--- config.mk ---
export PLATFORM = sky130hd
export DESIGN_NAME = viking_fetch
export DESIGN_NICKNAME = d
export VERILOG_FILES = /design/src/rtl/viking_pkg.sv /design/src/rtl/viking_fifo.sv /design/src/rtl/viking_fetch.sv
export SDC_FILE = /design/constraint.sdc
export NUM_CORES = 1
export LEC_CHECK = 0
export ABC_CLOCK_PERIOD_IN_PS = 3350
export BUFFER_PORTS_ARGS = -buffer_cell sky130_fd_sc_hd__clkbuf_2
export CAP_MARGIN = 10
export CORE_MARGIN = 3
export CORE_UTILIZATION = 54
export CTS_BUF_LIST = sky130_fd_sc_hd__clkbuf_8
export CTS_CLUSTER_SIZE = 10
export DETAILED_ROUTE_END_ITERATION = 10
export PLACE_DENSITY = 0.79
export SETUP_SLACK_MARGIN = 0.15
export SYNTH_ARGS = -nofsm -noshare
export SYNTH_HDL_FRONTEND = slang
export SYNTH_HIERARCHICAL = 1
export SYNTH_SLANG_ARGS = --single-unit
--- constraint.sdc ---
create_clock -name pclk -period 3.35 [get_ports pclk]
set_input_delay 0.67 -clock pclk [delete_from_list [all_inputs] [get_ports pclk]]
set_output_delay 0.67 -clock pclk [all_outputs]
set_load 0.03 [all_outputs]
--- src/rtl/viking_pkg.sv ---
// Shared constants for the Viking/SM194 mono display path: frame geometry,
// frame base addresses and video bus slot encoding.
package viking_pkg;

  localparam logic [22:0] VIKING_BASE    = 23'h600000;
  localparam logic [22:0] VIKING_BASE_HI = 23'h740000;

  localparam int unsigned H              = 1280;
  localparam int unsigned V              = 1024;
  localparam int unsigned WORDS_PER_LINE = H / 64;

  typedef enum logic [1:0] {
    BUS_SLOT0 = 2'd0,
    BUS_SLOT1 = 2'd1,
    BUS_VIDEO = 2'd2,
    BUS_SLOT3 = 2'd3
  } bus_slot_e;

  // RAM delivers the four 16-bit pixel groups in reverse shift order.
  function automatic logic [63:0] swap_halfwords(input logic [63:0] w);
    return {w[15:0], w[31:16], w[47:32], w[63:48]};
  endfunction

endpackage

--- src/rtl/viking_fifo.sv ---
// First-word-fall-through synchronous FIFO; rdata_o is zero while empty.
module viking_fifo #(
  parameter int unsigned WIDTH = 64,
  parameter int unsigned DEPTH = 4
) (
  input  logic                       clk,
  input  logic                       rst_n,
  input  logic                       flush_i,
  input  logic                       push_i,
  input  logic [WIDTH-1:0]           wdata_i,
  input  logic                       pop_i,
  output logic [WIDTH-1:0]           rdata_o,
  output logic [$clog2(DEPTH):0]     level_o,
  output logic                       empty_o,
  output logic                       full_o
);

  localparam int unsigned AW = $clog2(DEPTH);
  localparam int unsigned LW = AW + 1;

  logic [WIDTH-1:0] mem_q [DEPTH];
  logic [AW-1:0]    rd_q, wr_q;
  logic [LW-1:0]    count_q;
  logic             do_push, do_pop;

  assign empty_o = (count_q == '0);
  assign full_o  = (count_q == LW'(DEPTH));
  assign do_push = push_i && !full_o;
  assign do_pop  = pop_i && !empty_o;
  assign level_o = count_q;
  assign rdata_o = empty_o ? '0 : mem_q[rd_q];

  always_ff @(posedge clk) begin
    if (do_push) mem_q[wr_q] <= wdata_i;
  end

  always_ff @(posedge clk or negedge rst_n) begin
    if (!rst_n) begin
      rd_q    <= '0;
      wr_q    <= '0;
      count_q <= '0;
    end else if (flush_i) begin
      rd_q    <= '0;
      wr_q    <= '0;
      count_q <= '0;
    end else begin
      if (do_push) wr_q <= wr_q + AW'(1);
      if (do_pop)  rd_q <= rd_q + AW'(1);
      case ({do_push, do_pop})
        2'b10:   count_q <= count_q + LW'(1);
        2'b01:   count_q <= count_q - LW'(1);
        default: count_q <= count_q;
      endcase
    end
  end

endmodule

--- src/rtl/viking_fetch.sv ---
// Video prefetch: issues reads in the video bus slot, reorders each word and
// buffers it for the pixel serializer.
module viking_fetch
  import viking_pkg::*;
#(
  parameter logic [22:0] BASE           = VIKING_BASE,
  parameter logic [22:0] BASE_HI        = VIKING_BASE_HI,
  parameter int unsigned WORDS_PER_LINE = viking_pkg::WORDS_PER_LINE,
  parameter int unsigned DEPTH          = 4
) (
  input  logic                       pclk,
  input  logic                       reset_n,
  input  logic                       himem,
  input  logic                       clk_8_en,
  input  logic [1:0]                 bus_cycle,
  input  logic                       frame_start,
  input  logic                       line_start,
  output logic [22:0]                addr,
  output logic                       read,
  input  logic [63:0]                data,
  input  logic                       pop,
  output logic [63:0]                pix_word,
  output logic                       word_valid,
  output logic [$clog2(DEPTH):0]     level,
  output logic                       underflow
);

  localparam int unsigned RW = ($clog2(WORDS_PER_LINE + 1) > 5) ?
                               $clog2(WORDS_PER_LINE + 1) : 5;

  logic [22:0]   addr_q, addr_d;
  logic [RW-1:0] rem_q, rem_d;
  logic          underflow_q, underflow_d;
  logic          fifo_full, fifo_empty, push;

  assign read       = (bus_slot_e'(bus_cycle) == BUS_VIDEO) && (rem_q != '0) && !fifo_full;
  assign push       = clk_8_en && read && !frame_start;
  assign addr       = addr_q;
  assign underflow  = underflow_q;
  assign word_valid = !fifo_empty;

  // frame_start overrides push/pop; line_start is applied last so it wins on rem.
  always_comb begin
    addr_d      = addr_q;
    rem_d       = rem_q;
    underflow_d = underflow_q;
    if (frame_start) begin
      addr_d      = himem ? BASE_HI : BASE;
      rem_d       = '0;
      underflow_d = 1'b0;
    end else begin
      if (push) begin
        addr_d = addr_q + 23'd4;
        rem_d  = rem_q - RW'(1);
      end
      if (pop && fifo_empty) underflow_d = 1'b1;
    end
    if (line_start) rem_d = RW'(WORDS_PER_LINE);
  end

  always_ff @(posedge pclk or negedge reset_n) begin
    if (!reset_n) begin
      addr_q      <= BASE;
      rem_q       <= '0;
      underflow_q <= 1'b0;
    end else begin
      addr_q      <= addr_d;
      rem_q       <= rem_d;
      underflow_q <= underflow_d;
    end
  end

  viking_fifo #(
    .WIDTH (64),
    .DEPTH (DEPTH)
  ) u_fifo (
    .clk     (pclk),
    .rst_n   (reset_n),
    .flush_i (frame_start),
    .push_i  (push),
    .wdata_i (swap_halfwords(data)),
    .pop_i   (pop && !frame_start),
    .rdata_o (pix_word),
    .level_o (level),
    .empty_o (fifo_empty),
    .full_o  (fifo_full)
  );

endmodule

==> results.py, run 1 <==
metrics = {
    "outcome": {
        "outcome": "finished clean",
    },
    "clock_network": {
        "cts_htree_levels": 2,
        "root_buffer": "clkbuf_8",
        "cts_tree": "done",
        "clock_path_buffers": 3,
        "clkSinkCount": 290,
        "insertion_delay_ps": 540,
        "cts_made_buffers": 47,
        "path_clk_slew_ps": 60,
        "ctsHoldBuffers": 0,
    },
    "cells_and_area": {
        "drive_gt1_frac": 0.372,
        "fill_cells": 1445,
        "diodes": 0,
        "nNetsFinal": 906,
        "area_growth_pct": 18.1,
    },
    "floorplanning": {
        "die-area_sq_mm": 0.0235,
        "core-area_sq_mm": 0.0212,
        "start_util": 0.553,
        "io_pins": 166,
        "die_w_microns": 153,
        "rows": 53,
        "die_h_microns": 153,
    },
    "detailed_routing": {
        "drtIter0Drc": 448,
        "vias": 6433,
        "vias_per_cell": 5.66,
        "drc_errors": 0,
        "post_drt_wl_per_cell_microns": 20.5,
        "ant_nets": 0,
        "routed_wl_microns": 23300,
        "dr.pass1.iters": 4,
    },
    "power": {
        "p_per_area_mw_per_mm2": 497,
        "p_leak_nw": 4.87,
        "vdd_drop_max_mv": 0.283,
        "power.total_mw": 6.86,
    },
    "synth": {
        "ys_ff_latch": 290,
        "synth_cell_type_count": 53,
        "synth_area_leaders": "edfxtp_1, mux4_2, dfrtp_1, nor2b_1, a21oi_1",
        "synth_top_area_share": 0.657,
        "synth_edf_count": 256,
        "synthArstFlopShare": 0.117,
        "synth.largest_area_cell": "edfxtp_1",
        "synth-warning-count": 6,
        "syn_area_sq_mm": 0.0117,
        "netlist_instances": 628,
        "ys.flop_type": "edfxtp_1",
        "synth_commonest_cells": "edfxtp_1, nor2b_1, mux4_2",
        "yosysMostFrequentCell": "edfxtp_1",
        "syn_area_per_cell_sq_um": 18.6,
        "yosysSeqAreaShare": 0.730,
    },
    "global_routing": {
        "grt_usage": 0.201,
        "antenna_found_initial": 2,
        "grt_pass1_vias": 6866,
        "gr-max-usage-layer": "met2",
        "gr-usage-met2": 0.331,
        "grtUsageMet1": 0.268,
        "grt_first_pass_wirelength_microns": 37500,
        "grt_max_degree": 49,
        "grtUsageMet3": 0.0555,
        "overflow": 0,
    },
    "timing": {
        "min_period_ps": 3060,
        "final-hold-violation-count": 0,
        "period_share": 0.915,
        "tightest_slew_ps": 854,
        "layout_setup_ws_ps": 286,
        "finalClockSkew_ps": 15.5,
        "slew_viol_final": 0,
        "rsz0062_at_grt": "no",
        "clock.fmax_ghz": 0.326,
        "setup_tns_ps": 0,
        "setup_viol": 0,
        "slew_headroom": 0.430,
    },
    "placed_design": {
        "portBuffers": 163,
        "dp_hpwl_microns": 15400,
        "gp_congestion": 0.851,
        "pre_cts_ws_ps": 424,
    },
    "worst_setup_path": {
        "worstPathArrival_ps": 2390,
        "critPathKind": "reg2out",
        "cp-start-kind": "register",
        "endpoint_kind": "primary output",
        "crit_fanout": 48,
        "required_ps": 2680,
    },
    "job": {
        "maxCapViolCount": 0,
    },
    "worst_hold_path": {
        "hold_path.class": "in2async",
    },
}
cells by family after synthesis:
group | synth area share
XOR/XNOR | 0.00973
other | 0.000321
AND/OR/NAND/NOR | 0.0821
multiplexers | 0.124
AO/OA/AOI/OAI | 0.0238
flip-flops | 0.730
buffers and inverters | 0.0218
adder cells (fa/ha/maj) | 0.00813
flip-flops by register name (all words and copies together) (netlist names):
register / cells
u_fifo/mem_q: 256
addr: 21
u_fifo/level_o: 3
underflow: 1
rem_q: 5
u_fifo/wr_q: 2
u_fifo/rd_q: 2
routing by layer:
| metal | routed length (microns) | part of all wire |
|---|---|---|
| met1 | 9100 | 0.39 |
| met2 | 11800 | 0.51 |
| met3 | 1910 | 0.082 |
| met4 | 491 | 0.021 |
| met5 | 34 | 0.0015 |
placed cells by master, fill, tap and decap left out, drive strengths merged, types with 2 or more instances in the layout:
cell type	n
or4	10
dfstp	2
buf	21
nand2	8
nand4	4
a21oi	17
nand2b	5
conb	2
clkinvlp	2
nor2b	66
inv	35
nand3b	2
ha	6
nor2	19
o22ai	2
o21ai	6
and3	4
or3	7
o31ai	9
and2	2
edfxtp	256
xnor2	8
dfrtp	32
nand3	13
nor4b	4
xor2	5
clkbuf	211
clkinv	11
a2111oi	2
nor4	4
nor3	3
mux4	64
a31oi	3
layout make-up:
class	instances	area, sq um	area share
timing repair buffer	184	1110	0.0800
sequential	290	8550	0.619
clock buffer	48	661	0.0478
tap	275	344	0.0249
inverter	13	48.8	0.00353
multi-input combinational	290	2930	0.212
clock inverter	36	180	0.0130
metrics by stage:
step,hold slack (ps),util,cell area [sq um],std cells
4_1_cts,220,0.653,13800,1136
2_1_floorplan,374,-,11700,629
5_1_grt,276,0.653,13800,1136
3_3_place_gp,486,0.612,13000,1051
3_5_place_dp,502,0.612,13000,1051
6_report,231,0.653,13800,1136
path summary, 6_finish.rpt:
path	start	end	slack, ps	cells after the start
max in group asynchronous	reset_n	u_fifo/rd_q[1]$_DFFE_PN0P_	2480	1
setup reg to reg	u_fifo/level_o[1]$_DFFE_PN0P_	u_fifo/level_o[1]$_DFFE_PN0P_	350	11
setup / recovery	u_fifo/level_o[1]$_DFFE_PN0P_	pix_word[1]	290	4
hold reg to reg	underflow$_DFFE_PN0P_	underflow$_DFFE_PN0P_	530	2
min in group pclk	frame_start	underflow$_DFFE_PN0P_	350	2
hold / removal	reset_n	addr[10]$_DFFE_PN0P_	230	1
timing repair:
item                                    CTS  global route
gates cloned                              0             0
gates resized for setup                   0             1
endpoints found under the setup margin   16             1
setup buffers                             1             0
worst max-delay path, cell delays in order (launching register included):
cell      delay (ps)
dfrtp_1          540
nor3_2           610
buf_12           300
nor2b_1          140
clkbuf_2         200
power breakdown:
part / leakage, nW / switching, mW / total [mW] / internal [mW]
logic: 1.61 / 0.127 / 0.205 / 0.0776
clock network: 0.505 / 1.27 / 2.68 / 1.41
registers: 2.75 / 0.0131 / 3.97 / 3.96
total: 4.87 / 1.41 / 6.86 / 5.45
Power figures use the tool's default switching activity.
==> run 2: changes to the inputs <==
Settings changed: ABC_CLOCK_PERIOD_IN_PS 3350 to 3500, CORE_UTILIZATION 54 to 59, PLACE_DENSITY 0.79 to 0.91, SKIP_CTS_REPAIR_TIMING from default to 1.
Clock period 3.35 ns to 3.5 ns, I/O delays scaled along.
==> run 2 against run 1 <==
Net effect: routed wire length shrank 5.6%; cell count fell by 2.1%; cell area fell by 0.79%; setup slack improved by 43 ps; combinational power decreased by 6%; clock skew rose by 10 ps; non-clock buffer count decreased by 1; core utilization grew 6.5 points; flip-flop and latch count did not move; critical path type unchanged; largest cell class unchanged.
==> results.py, run 2 (same netlist as run 1, synthesis figures left out) <==
metrics = {
    "clock_network": {
        "insertion_delay_ps": 540,
        "cts_made_buffers": 45,
        "clock_path_buffers": 3,
        "path_clk_slew_ps": 60,
        "cts_htree_levels": 2,
        "clkSinkCount": 290,
        "root_buffer": "clkbuf_8",
        "cts_tree": "done",
    },
    "timing": {
        "rsz0062_at_grt": "no",
        "clock.fmax_ghz": 0.315,
        "finalClockSkew_ps": 25.7,
        "layout_setup_ws_ps": 329,
        "setup_tns_ps": 0,
        "slew_viol_final": 0,
        "period_share": 0.906,
        "setup_viol": 0,
        "tightest_slew_ps": 849,
        "slew_headroom": 0.434,
        "final-hold-violation-count": 0,
        "min_period_ps": 3170,
    },
    "outcome": {
        "outcome": "finished clean",
    },
    "floorplanning": {
        "start_util": 0.613,
        "die_w_microns": 147,
        "die_h_microns": 147,
        "rows": 50,
        "die-area_sq_mm": 0.0216,
        "io_pins": 166,
        "core-area_sq_mm": 0.0191,
    },
    "detailed_routing": {
        "drc_errors": 0,
        "dr.pass1.iters": 4,
        "routed_wl_microns": 22000,
        "vias": 6333,
        "drtIter0Drc": 372,
        "vias_per_cell": 5.70,
        "ant_nets": 0,
        "post_drt_wl_per_cell_microns": 19.8,
    },
    "worst_hold_path": {
        "hold_path.class": "in2async",
    },
    "cells_and_area": {
        "final_common_cell": "edfxtp_1",
        "largest_reg_flops": 256,
        "mostFrequentLayoutCells": "edfxtp_1, clkbuf_2, nor2b_1, mux4_2, clkbuf_8",
        "final_cells": 1112,
        "area_growth_pct": 17.2,
        "drive_gt1_frac": 0.370,
        "regMostFlops": "u_fifo/mem_q",
        "nNetsFinal": 903,
    },
    "worst_setup_path": {
        "worstPathArrival_ps": 2470,
        "reg2reg_depth": 11,
        "critPathKind": "reg2out",
        "cp-startpoint": "u_fifo/rd_q[0]$_DFFE_PN0P_",
        "cp-start-kind": "register",
        "endpoint": "pix_word[23]",
        "required_ps": 2800,
        "reg2reg_from": "u_fifo/level_o[2]$_DFFE_PN0P_",
        "endpoint_kind": "primary output",
        "rr_endpoint": "u_fifo/level_o[1]$_DFFE_PN0P_",
        "crit_fanout": 38,
        "r2r_setup_slack_ps": 430,
    },
    "placed_design": {
        "dp_hpwl_microns": 14000,
        "gp_congestion": 0.775,
        "dpl.cell_count": 1036,
        "pre_cts_ws_ps": 424,
        "portBuffers": 163,
    },
    "global_routing": {
        "overflow": 0,
        "grtUsageMet1": 0.277,
        "grt_pass1_vias": 6670,
        "gr-usage-met2": 0.348,
        "grt_usage": 0.210,
        "grt_first_pass_wirelength_microns": 35500,
        "grtUsageMet3": 0.0450,
        "grt_max_degree": 44,
        "gr-max-usage-layer": "met2",
        "antenna_found_initial": 2,
    },
    "power": {
        "vdd_drop_max_mv": 0.334,
        "p_per_area_mw_per_mm2": 477,
        "p_leak_nw": 4.80,
    },
    "job": {
        "maxCapViolCount": 0,
    },
}
==> run 2: through the flow <==
| stage | total power [mW] | hold slack [ps] | area [sq um] | util |
|---|---|---|---|---|
| after global routing | 6.79 | 311 | 13700 | 0.719 |
| after CTS | 6.62 | 265 | 13700 | 0.719 |
| after floorplan | 3.96 | 404 | 11700 | - |
| after global placement | 4.06 | 480 | 12900 | 0.676 |
| final | 6.54 | 257 | 13700 | 0.719 |
| after detailed placement | 4.07 | 498 | 12900 | 0.676 |
==> run 2: how the worst min path moves through the flow <==
| stage | end | slack [ps] |
|---|---|---|
| 2_1_floorplan | addr[10]$_DFFE_PN0P_ | 400 |
| 3_3_place_gp | underflow$_DFFE_PN0P_ | 480 |
| 3_5_place_dp | underflow$_DFFE_PN0P_ | 500 |
| 4_1_cts | u_fifo/rd_q[1]$_DFFE_PN0P_ | 260 |
| 5_1_grt | u_fifo/rd_q[1]$_DFFE_PN0P_ | 310 |
| 6_report | u_fifo/rd_q[1]$_DFFE_PN0P_ | 260 |
==> run 2: layout make-up <==
cell class / instances / area (sq um)
well taps: 260 / 325
repair buffers: 183 / 1050
inverters: 13 / 48.8
diodes: 1 / 2.50
flip-flops and latches: 290 / 8550
fillers: 1149 / 5370
clock buffers: 45 / 619
multi-input cells: 290 / 2930
clock inverters: 30 / 185
==> run 2: power by group <==
group	total [mW]	switching (mW)	internal [mW]
logic	0.192	0.118	0.0739
registers	3.80	0.0119	3.79
clock network	2.55	1.20	1.34
==> run 2: layer usage <==
layer | share of wire | up-vias
met4 | 0.026 | 2
li1 | - | 2888
met5 | 0.00068 | -
met3 | 0.067 | 49
met2 | 0.50 | 227
met1 | 0.40 | 3167
==> run 2: critical path: stages, from the launching register on <==
cell	delay, ps
dfrtp_4	640
buf_12	340
mux4_2	540
nor2b_1	160
clkbuf_2	210
==> run 3: changes to the inputs <==
Settings changed: PLACE_DENSITY 0.91 to 0.82.
==> run 3 against run 2 <==
Net effect: routed wire length increased by 2.9%; critical path depth did not move; largest cell class unchanged; total power shrank 0.70%; critical endpoint is now pix_word[62].
==> results.py, run 3 (same netlist as run 1, synthesis figures left out) <==
metrics = {
    "worst_setup_path": {
        "reg2reg_from": "u_fifo/level_o[0]$_DFFE_PN0P_",
        "r2r_setup_slack_ps": 470,
        "reg2reg_depth": 11,
        "required_ps": 2800,
        "endpoint_kind": "primary output",
        "rr_endpoint": "u_fifo/level_o[1]$_DFFE_PN0P_",
        "cp-start-kind": "register",
        "critPathKind": "reg2out",
        "crit_fanout": 35,
        "worstPathArrival_ps": 2480,
    },
    "clock_network": {
        "insertion_delay_ps": 560,
        "clock_path_buffers": 3,
        "cts_tree": "done",
        "cts_htree_levels": 2,
        "root_buffer": "clkbuf_8",
        "cts_made_buffers": 44,
        "path_clk_slew_ps": 60,
        "clkSinkCount": 290,
    },
    "floorplanning": {
        "rows": 50,
        "start_util": 0.613,
        "die_w_microns": 147,
        "die_h_microns": 147,
        "io_pins": 166,
        "core-area_sq_mm": 0.0191,
        "die-area_sq_mm": 0.0216,
    },
    "timing": {
        "finalClockSkew_ps": 23.1,
        "min_period_ps": 3180,
        "period_share": 0.910,
        "clock.fmax_ghz": 0.314,
        "tightest_slew_ps": 860,
        "setup_viol": 0,
        "setup_tns_ps": 0,
        "slew_viol_final": 0,
        "slew_headroom": 0.427,
        "rsz0062_at_grt": "no",
        "hold_ws_ps": 256,
        "final-hold-violation-count": 0,
    },
    "detailed_routing": {
        "vias_per_cell": 5.68,
        "drc_errors": 0,
        "ant_nets": 0,
        "dr.pass1.iters": 5,
        "vias": 6331,
        "drtIter0Drc": 522,
        "routed_wl_microns": 22700,
        "post_drt_wl_per_cell_microns": 20.4,
    },
    "power": {
        "p_leak_nw": 4.81,
        "power.total_mw": 6.50,
        "vdd_drop_max_mv": 0.291,
        "p_per_area_mw_per_mm2": 476,
    },
    "cells_and_area": {
        "mostFrequentLayoutCells": "edfxtp_1, clkbuf_2, nor2b_1, mux4_2, clkbuf_8",
        "largest_reg_flops": 256,
        "stdcell_area_sq_mm": 0.0136,
        "drive_gt1_frac": 0.365,
        "nNetsFinal": 899,
        "regMostFlops": "u_fifo/mem_q",
        "diodes": 0,
        "fill_cells": 1152,
        "area_growth_pct": 16.6,
        "final_common_cell": "edfxtp_1",
    },
    "outcome": {
        "outcome": "finished clean",
    },
    "global_routing": {
        "grt_pass1_vias": 6732,
        "grt_max_degree": 37,
        "overflow": 0,
        "antenna_found_initial": 0,
        "grt_first_pass_wirelength_microns": 36900,
        "grt_usage": 0.218,
    },
    "worst_hold_path": {
        "hold_path.class": "in2async",
    },
    "placed_design": {
        "portBuffers": 163,
        "dp_hpwl_microns": 14800,
        "gp_congestion": 0.812,
        "dpl_cell_area_sq_mm": 0.0128,
    },
    "job": {
        "maxCapViolCount": 0,
    },
}
[run 3: changes by cell type in the layout (fill, tap and decap cells not counted)]
cell	previous run	this run
buf_12	7	3
buf_6	0	1
bufinv_16	2	1
clkinv_1	9	6
clkinv_2	4	5
clkinvlp_4	2	1
diode_2	1	0
inv_1	24	33
inv_6	0	1
[run 3: power breakdown]
part | switching, mW | leakage (nW) | internal, mW | total, mW
clock | 1.22 | 0.489 | 1.28 | 2.50
sequential | 0.0127 | 2.76 | 3.79 | 3.80
combinational | 0.121 | 1.56 | 0.0730 | 0.194
[run 3: cell type report]
class / instances / area, sq um / area share
Multi-Input combinational cell: 290 / 2930 / 0.215
Clock inverter: 36 / 184 / 0.0135
Tap cell: 260 / 325 / 0.0238
Clock buffer: 45 / 619 / 0.0454
Timing Repair Buffer: 180 / 985 / 0.0722
Sequential cell: 290 / 8550 / 0.626
Inverter: 13 / 48.8 / 0.00358
[run 3: metrics by stage]
stage | setup WS [ps] | util | std cells
5_1_grt | 159 | 0.715 | 1114
4_1_cts | 231 | 0.715 | 1114
3_5_place_dp | 536 | 0.673 | 1033
3_3_place_gp | 660 | 0.673 | 1033
2_1_floorplan | 265 | - | 629
6_report | 316 | 0.715 | 1114
[run 3: how the worst max path moves through the flow]
stage / startpoint / to / slack [ps]
after CTS: u_fifo/rd_q[0]$_DFFE_PN0P_ / pix_word[32] / 230
after floorplan: u_fifo/level_o[0]$_DFFE_PN0P_ / u_fifo/mem_q[0][0]$_DFFE_PP_ / 260
after global routing: u_fifo/rd_q[0]$_DFFE_PN0P_ / pix_word[62] / 160
after detailed placement: u_fifo/level_o[0]$_DFFE_PN0P_ / u_fifo/level_o[1]$_DFFE_PN0P_ / 540
final: u_fifo/rd_q[0]$_DFFE_PN0P_ / pix_word[62] / 320
after global placement: u_fifo/level_o[0]$_DFFE_PN0P_ / u_fifo/mem_q[0][25]$_DFFE_PP_ / 660
[run 3: critical path, stage by stage (launching register included)]
cell and delay, ps:
dfrtp_4 650, buf_12 320, mux4_2 540, nor2b_1 180
clkbuf_2 220
[run 3: routing by layer]
layer	wire length, microns	GRT usage	up-vias
met3	1650	0.0555	41
met1	8800	0.285	3176
met4	442	0.0659	0
li1	-	-	2871
met2	11800	0.367	243
met5	0	0	-
